===== src/rtl/alarm_ctrl_pkg.sv =====
// Shared definitions for the alarm controller: FSM encoding and time field widths.
// The time-setting and display blocks reuse the same field widths.
package alarm_pkg;

    localparam int HOUR_W = 5;
    localparam int MIN_W  = 6;
    localparam int SEC_W  = 6;
    localparam int CNT_W  = 9;

    typedef enum logic [1:0] {
        IDLE    = 2'd0,
        RINGING = 2'd1,
        SNOOZE  = 2'd2
    } state_t;

endpackage


===== src/rtl/alarm_ctrl_if.sv =====
// Signal bundle between the clock/button front end (master) and alarm_ctrl (slave).
// There is no valid/ready pair here: tick_1hz, stop_btn and snooze_btn are single-cycle strobes, every other input is a level.
interface alarm_ctrl_if;
    import alarm_pkg::*;

    logic              tick_1hz;
    logic [HOUR_W-1:0] cur_hour;
    logic [MIN_W-1:0]  cur_min;
    logic [SEC_W-1:0]  cur_sec;
    logic [HOUR_W-1:0] alarm_hour;
    logic [MIN_W-1:0]  alarm_min;
    logic              armed;
    logic              stop_btn;
    logic              snooze_btn;
    logic              ring;
    logic              snoozing;
    logic [1:0]        snoozes_left;
    logic              missed;
    state_t            dbg_state;

    modport master (
        output tick_1hz, cur_hour, cur_min, cur_sec, alarm_hour, alarm_min,
               armed, stop_btn, snooze_btn,
        input  ring, snoozing, snoozes_left, missed, dbg_state
    );

    modport slave (
        input  tick_1hz, cur_hour, cur_min, cur_sec, alarm_hour, alarm_min,
               armed, stop_btn, snooze_btn,
        output ring, snoozing, snoozes_left, missed, dbg_state
    );

endinterface


===== src/rtl/alarm_ctrl_sec_timer.sv =====
// Seconds counter shared by the ring-timeout and snooze intervals.
// done_o strobes in the cycle of the counted tick that reaches the terminal value.
module sec_timer
    import alarm_pkg::*;
#(
    parameter int W = CNT_W
) (
    input  logic         clk,
    input  logic         rst,
    input  logic         clear_i,
    input  logic         tick_i,
    input  logic [W-1:0] terminal_i,
    output logic         done_o
);

    logic [W-1:0] count_q, count_d, count_inc;

    assign count_inc = count_q + W'(1);
    // Compare against the post-increment value; the FSM leaves the state on done, so the count never wraps.
    assign done_o    = tick_i && (count_inc == terminal_i);

    always_comb begin
        count_d = count_q;
        if (clear_i) begin
            count_d = '0;
        end else if (tick_i) begin
            count_d = count_inc;
        end
    end

    always_ff @(posedge clk) begin
        if (rst) begin
            count_q <= '0;
        end else begin
            count_q <= count_d;
        end
    end

endmodule


===== src/rtl/alarm_ctrl.sv =====
// Alarm sequencer: raises ring at the alarm time, handles stop, bounded snooze and ring timeout.
// All outputs are registered decodes of the next state.
module alarm_ctrl
    import alarm_pkg::*;
#(
    parameter int RING_TIMEOUT_S = 60,
    parameter int SNOOZE_S       = 300,
    parameter int MAX_SNOOZES    = 3
) (
    input  logic         clk,
    input  logic         rst,
    alarm_ctrl_if.slave  bus
);

    localparam logic [CNT_W-1:0] RING_TERM   = CNT_W'(RING_TIMEOUT_S);
    localparam logic [CNT_W-1:0] SNOOZE_TERM = CNT_W'(SNOOZE_S);
    localparam logic [1:0]       SNOOZE_LOAD = 2'(MAX_SNOOZES);

    state_t           state_q, state_d;
    logic             fired_q, fired_d;
    logic [1:0]       left_q, left_d;
    logic             ring_q, ring_d;
    logic             snoozing_q, snoozing_d;
    logic             missed_q, missed_d;

    logic             hm_match, match;
    logic             stop_act, snooze_act, count_en;
    logic             cnt_clear, cnt_done, timeout;
    logic [CNT_W-1:0] cnt_term;

    assign hm_match = (bus.cur_hour == bus.alarm_hour) && (bus.cur_min == bus.alarm_min);
    assign match    = hm_match && (bus.cur_sec == '0);

    // A button that takes effect swallows a coincident tick; an ignored snooze does not.
    assign stop_act   = bus.armed && bus.stop_btn && (state_q != IDLE);
    assign snooze_act = bus.armed && bus.snooze_btn && !bus.stop_btn
                        && (state_q == RINGING) && (left_q != 2'd0);
    assign count_en   = bus.tick_1hz && bus.armed && (state_q != IDLE)
                        && !stop_act && !snooze_act;
    assign cnt_term   = (state_q == SNOOZE) ? SNOOZE_TERM : RING_TERM;

    sec_timer #(.W(CNT_W)) u_timer (
        .clk        (clk),
        .rst        (rst),
        .clear_i    (cnt_clear),
        .tick_i     (count_en),
        .terminal_i (cnt_term),
        .done_o     (cnt_done)
    );

    always_comb begin
        state_d = state_q;
        timeout = 1'b0;
        if (!bus.armed) begin
            state_d = IDLE;
        end else begin
            case (state_q)
                IDLE: begin
                    if (match && !fired_q) state_d = RINGING;
                end
                RINGING: begin
                    if (stop_act) begin
                        state_d = IDLE;
                    end else if (snooze_act) begin
                        state_d = SNOOZE;
                    end else if (cnt_done) begin
                        state_d = IDLE;
                        timeout = 1'b1;
                    end
                end
                SNOOZE: begin
                    if (stop_act) begin
                        state_d = IDLE;
                    end else if (cnt_done) begin
                        state_d = RINGING;
                    end
                end
                default: state_d = IDLE;
            endcase
        end
    end

    always_comb begin
        ring_d     = (state_d == RINGING);
        snoozing_d = (state_d == SNOOZE);
        missed_d   = timeout;
        cnt_clear  = (state_d != state_q) || (state_q == IDLE);

        fired_d = fired_q;
        if ((state_d == RINGING) && (state_q != RINGING)) begin
            fired_d = 1'b1;
        end else if (!hm_match) begin
            fired_d = 1'b0;
        end

        // Remainder is held through IDLE so the last event's count stays visible.
        left_d = left_q;
        if ((state_q == IDLE) && (state_d == RINGING)) begin
            left_d = SNOOZE_LOAD;
        end else if (snooze_act) begin
            left_d = left_q - 2'd1;
        end
    end

    always_ff @(posedge clk) begin
        if (rst) begin
            state_q    <= IDLE;
            fired_q    <= 1'b0;
            left_q     <= 2'd0;
            ring_q     <= 1'b0;
            snoozing_q <= 1'b0;
            missed_q   <= 1'b0;
        end else begin
            state_q    <= state_d;
            fired_q    <= fired_d;
            left_q     <= left_d;
            ring_q     <= ring_d;
            snoozing_q <= snoozing_d;
            missed_q   <= missed_d;
        end
    end

    assign bus.ring         = ring_q;
    assign bus.snoozing     = snoozing_q;
    assign bus.snoozes_left = left_q;
    assign bus.missed       = missed_q;
    assign bus.dbg_state    = state_q;

endmodule


===== src/flat_wrapper.sv =====
// flat-port wrapper written by rule: the top's interface ports become plain ports
module alarm_ctrl_flat import alarm_pkg::*;
#(
    parameter int RING_TIMEOUT_S = 60,
    parameter int SNOOZE_S       = 300,
    parameter int MAX_SNOOZES    = 3
)
  (clk, rst, bus_tick_1hz, bus_cur_hour, bus_cur_min, bus_cur_sec, bus_alarm_hour, bus_alarm_min, bus_armed, bus_stop_btn, bus_snooze_btn, bus_ring, bus_snoozing, bus_snoozes_left, bus_missed, bus_dbg_state);
  alarm_ctrl_if bus_i ();
  input  logic clk;
  input  logic rst;
  input wire logic [$bits(bus_i.tick_1hz)-1:0] bus_tick_1hz;
  input wire logic [$bits(bus_i.cur_hour)-1:0] bus_cur_hour;
  input wire logic [$bits(bus_i.cur_min)-1:0] bus_cur_min;
  input wire logic [$bits(bus_i.cur_sec)-1:0] bus_cur_sec;
  input wire logic [$bits(bus_i.alarm_hour)-1:0] bus_alarm_hour;
  input wire logic [$bits(bus_i.alarm_min)-1:0] bus_alarm_min;
  input wire logic [$bits(bus_i.armed)-1:0] bus_armed;
  input wire logic [$bits(bus_i.stop_btn)-1:0] bus_stop_btn;
  input wire logic [$bits(bus_i.snooze_btn)-1:0] bus_snooze_btn;
  output wire logic [$bits(bus_i.ring)-1:0] bus_ring;
  output wire logic [$bits(bus_i.snoozing)-1:0] bus_snoozing;
  output wire logic [$bits(bus_i.snoozes_left)-1:0] bus_snoozes_left;
  output wire logic [$bits(bus_i.missed)-1:0] bus_missed;
  output wire logic [$bits(bus_i.dbg_state)-1:0] bus_dbg_state;
  assign bus_i.tick_1hz = bus_tick_1hz;
  assign bus_i.cur_hour = bus_cur_hour;
  assign bus_i.cur_min = bus_cur_min;
  assign bus_i.cur_sec = bus_cur_sec;
  assign bus_i.alarm_hour = bus_alarm_hour;
  assign bus_i.alarm_min = bus_alarm_min;
  assign bus_i.armed = bus_armed;
  assign bus_i.stop_btn = bus_stop_btn;
  assign bus_i.snooze_btn = bus_snooze_btn;
  assign bus_ring = bus_i.ring;
  assign bus_snoozing = bus_i.snoozing;
  assign bus_snoozes_left = bus_i.snoozes_left;
  assign bus_missed = bus_i.missed;
  assign bus_dbg_state = bus_i.dbg_state;
  alarm_ctrl #(.RING_TIMEOUT_S(RING_TIMEOUT_S), .SNOOZE_S(SNOOZE_S), .MAX_SNOOZES(MAX_SNOOZES)) u_core (.clk(clk), .rst(rst), .bus(bus_i));
endmodule

===== config.mk =====
export PLATFORM = sky130hd
export DESIGN_NAME = alarm_ctrl_flat
export DESIGN_NICKNAME = d
export VERILOG_FILES = /design/src/rtl/alarm_ctrl_pkg.sv /design/src/rtl/alarm_ctrl_if.sv /design/src/rtl/alarm_ctrl_sec_timer.sv /design/src/rtl/alarm_ctrl.sv /design/src/flat_wrapper.sv
export SDC_FILE = /design/constraint.sdc
export NUM_CORES = 1
export LEC_CHECK = 0
export ABC_AREA = 1
export CAP_MARGIN = 20
export CORE_MARGIN = 1.5
export CORE_UTILIZATION = 42
export CTS_CLUSTER_SIZE = 10
export DETAILED_ROUTE_END_ITERATION = 10
export GPL_ROUTABILITY_DRIVEN = 0
export PLACE_DENSITY = 0.75
export SETUP_SLACK_MARGIN = 0.02
export SLEW_MARGIN = 5
export SYNTH_ARGS = -nofsm -noshare
export SYNTH_HDL_FRONTEND = slang
export SYNTH_HIERARCHICAL = 1
export SYNTH_SLANG_ARGS = --single-unit

===== constraint.sdc =====
create_clock -name clk -period 3.1 [get_ports clk]
set_input_delay 0.775 -clock clk [delete_from_list [all_inputs] [get_ports clk]]
set_output_delay 0.775 -clock clk [all_outputs]
set_load 0.02 [all_outputs]

==> flow_metrics.py <==
metrics = {
    "floorplan": {
        "io_pins": 41,
        "die-area_sq_um": 3441,
        "rows": 20,
        "initial_core_util": 0.4333,
        "placeableCoreArea_sq_um": 3003,
        "die_h_microns": 58.66,
        "die_w_microns": 58.66,
    },
    "sta": {
        "setup_viol_count_final": 0,
        "totalNegativeSetupSlack_ns": 0,
        "rsz0062_at_grt": "yes",
        "period_needed_ns": 2.874,
        "timing.final.crit_share": 0.9271,
        "finClkSkew_ns": 0.008292,
        "finalHoldViolCount": 0,
        "timing.fmax_mhz": 348.0,
        "timing.final.max_slew_violations": 0,
        "whs_ns": 0.4931,
    },
    "yosys": {
        "ys_seq_area_frac": 0.2615,
        "synthTopCellsByArea": "dfxtp_1 (26%), nand2_1 (19%), inv_1 (11%), nand3_1 (6.9%), nor2_1 (6.6%)",
        "synth_area_sq_um": 1301,
        "synth_warnings": 6,
        "synth_top_area_share": 0.2615,
        "yosysTopAreaCell": "dfxtp_1",
        "post_synth.cell_area_avg_sq_um": 5.783,
        "synth_cell_types": 29,
        "synth-seq-cells": 17,
        "synthCells": 225,
    },
    "global_route": {
        "grt_pass1_wl_microns": 5382,
        "gr-usage-all-layers": 0.1997,
        "antenna_found_initial": 0,
        "grt_max_degree": 10,
        "grt_overflow": 0,
        "grt_pass1_vias": 1310,
    },
    "worst_hold_path": {
        "min_path_type": "reg -> reg",
    },
    "clock_tree": {
        "clockBufferDepth": 2,
        "cts_buffers": 3,
        "cts_root_buffer": "clkbuf_4",
        "path_clk_slew_ns": 0.10,
        "clk_latency_ns": 0.29,
        "clock_sinks": 17,
        "cts_tree": "yes",
        "htree_levels": 1,
    },
    "power": {
        "ir_drop_uv": 146.3,
        "power.share.clock": 0.279,
        "combPwrFrac": 0.199,
        "power_density_nw_per_um2": 208.5,
        "leakagePower_nw": 0.9321,
        "internal_power_mw": 0.3212,
        "switching_share": 0.2310,
        "p_seq_frac": 0.522,
        "switching_power_mw": 0.09650,
    },
    "worst_setup_path": {
        "worstPathRequired_ns": 3.33,
        "cp-start-kind": "primary input",
        "cp-end-kind": "flop",
        "cp_slowest_cell": "nor3_4",
        "path_cells": "dlymetal6s2s_1 > nand2_1 > inv_1 > nand2_2 > nand2_2 > nor2_4 > nand2_1 > nand2_2 > nand3_1 > nor2_1 > nand3_1 > nor2_1 > nand2_1 > nor2_2 > inv_2 > nor3_4 > a21oi_2 > nand2_2 > nand2_2 > o21a_1 > nor2_2 > buf_6 > o21ai_0 > a21oi_1",
        "max_stage_delay_ns": 0.18,
        "cp_top_family": "simple AND/OR/NAND/NOR gates",
        "crit_top_cell": "nand2_2",
        "r2r_setup_slack_ns": 0.27,
        "critical_path_class": "in -> reg",
        "critPathMaxFanout": 5,
        "cp_data_arrival_time_ns": 3.10,
        "worst-path-buf-inv": 4,
    },
    "detailed_routing": {
        "vias_per_cell": 4.524,
        "drt_iter0_drc": 41,
        "ant_nets": 0,
        "drc": 0,
        "wl_per_cell_microns": 9.954,
        "wirelength_microns": 3265,
        "dr.pass1.iters": 4,
        "num_vias": 1484,
    },
    "layout": {
        "layout_common_cells": "nand2_1 (62), inv_1 (37), clkdlybuf4s50_1 (36)",
        "area_growth_pct": 53.94,
        "final-seq-area_sq_um": 340.3,
        "fin_cells": 328,
        "fillers": 289,
        "multiInputGateArea_sq_um": 903.4,
        "fin_nets": 332,
        "final_common_cell": "nand2_1",
        "drive_gt1_frac": 0.1763,
        "diodes": 0,
        "fin_util": 0.6671,
    },
    "placement": {
        "portBuffers": 40,
        "hpwlAfterDp_microns": 2607,
        "dpl.cell_count": 323,
    },
    "run": {
        "maxCapViolCount": 0,
    },
    "run_status": {
        "run_status": "finished, final reports clean",
    },
}
==> cell type report <==
| cell class | instances | area share |
|---|---|---|
| inverters | 42 | 0.07870 |
| flip-flops and latches | 17 | 0.1699 |
| repair buffers | 57 | 0.2667 |
| multi-input cells | 175 | 0.4510 |
| clock buffers | 4 | 0.01312 |
| well taps | 33 | 0.02061 |
==> path summary, 6_finish.rpt <==
kind	cells after the start	startpoint	to
worst min-delay path	2	u_core/fired_q	u_core/fired_q
worst max-delay path	24	bus_stop_btn	u_core/u_timer/count_q[0]
worst min register to register	2	u_core/fired_q	u_core/fired_q
worst max register to register	25	u_core/bus.snoozes_left[0]	u_core/u_timer/count_q[0]
==> tightest hold or removal path: stages, from the launching register on <==
cell and delay, ns:
dfxtp_1 0.32, nand3_1 0.07, a21oi_1 0.06
==> cells by family after synthesis <==
group,share of synthesized area
AOI/OAI and AO/OA,0.1115
adders and majority gates,0.01923
xor gates and xnor gates,0.04038
other,0.005771
buffers and inverters,0.1279
DFF,0.2615
and+or+nand+nor,0.4337
==> through the flow <==
step           power [mW]  cell area, sq um  setup WS, ns
2_1_floorplan      0.2517              1348       0.03548
3_3_place_gp       0.3035              1898       -0.4037
3_5_place_dp       0.3042              1898       -0.4540
4_1_cts            0.4235              1951       0.02409
5_1_grt            0.4431              2003      -0.03153
6_report           0.4177              2003        0.2260
==> sequential cells by signal, summed over array words and instances, names as in the netlist <==
| name | flops |
|---|---|
| u_core/u_timer/count_q | 9 |
| u_core/bus.dbg_state | 2 |
| u_core/bus.snoozes_left | 2 |
| u_core/bus.missed | 1 |
| u_core/bus.ring | 1 |
| u_core/bus.snoozing | 1 |
| u_core/fired_q | 1 |
==> power groups by stage <==
stage,Combinational (mW),Clock [mW],Sequential [mW]
finish,0.0830,0.117,0.218
detailed placement,0.0809,0,0.223
CTS,0.0814,0.124,0.218
floorplan,0.0284,0,0.223
global placement,0.0803,0,0.223
global route,0.0932,0.132,0.218
==> metal layers <==
layer  vias to the layer above  routed length (microns)  global-route usage
met5                         -                        0                   0
met4                         0                       17             0.02922
met3                         2                      145             0.03297
met2                        24                     1542              0.3451
met1                       637                     1561              0.2679
li1                        821                        -                   -
==> synthesized netlist by cell type <==
| cell type | instances |
|---|---|
| buf_2 | 1 |
| nand3_1 | 18 |
| o211ai_1 | 1 |
| inv_1 | 39 |
| o21ai_1 | 1 |
| nor3_1 | 3 |
| buf_1 | 1 |
| nand3b_1 | 5 |
| nor3b_1 | 1 |
| conb_1 | 2 |
| o21ai_0 | 8 |
| nor3_2 | 1 |
| inv_2 | 2 |
| dfxtp_1 | 17 |
| xnor2_1 | 5 |
| nand2_1 | 67 |
| nand4_1 | 1 |
| a21oi_2 | 1 |
| o21bai_2 | 1 |
| o21a_1 | 1 |
| a21oi_1 | 13 |
| clkinv_1 | 1 |
| nor2_2 | 3 |
| nor2_1 | 23 |
| xor2_1 | 1 |
| or2_2 | 1 |
| nand2_2 | 4 |
| ha_1 | 2 |
| nand3_2 | 1 |
==> timing repair <==
item / in CTS / in global routing
setup endpoints to repair: 9 / 9
setup buffers: 0 / 1
gates resized for setup: 9 / 20
hold buffers: 0 / 0
pin swaps: 4 / 12
Power figures use the tool's default switching activity.
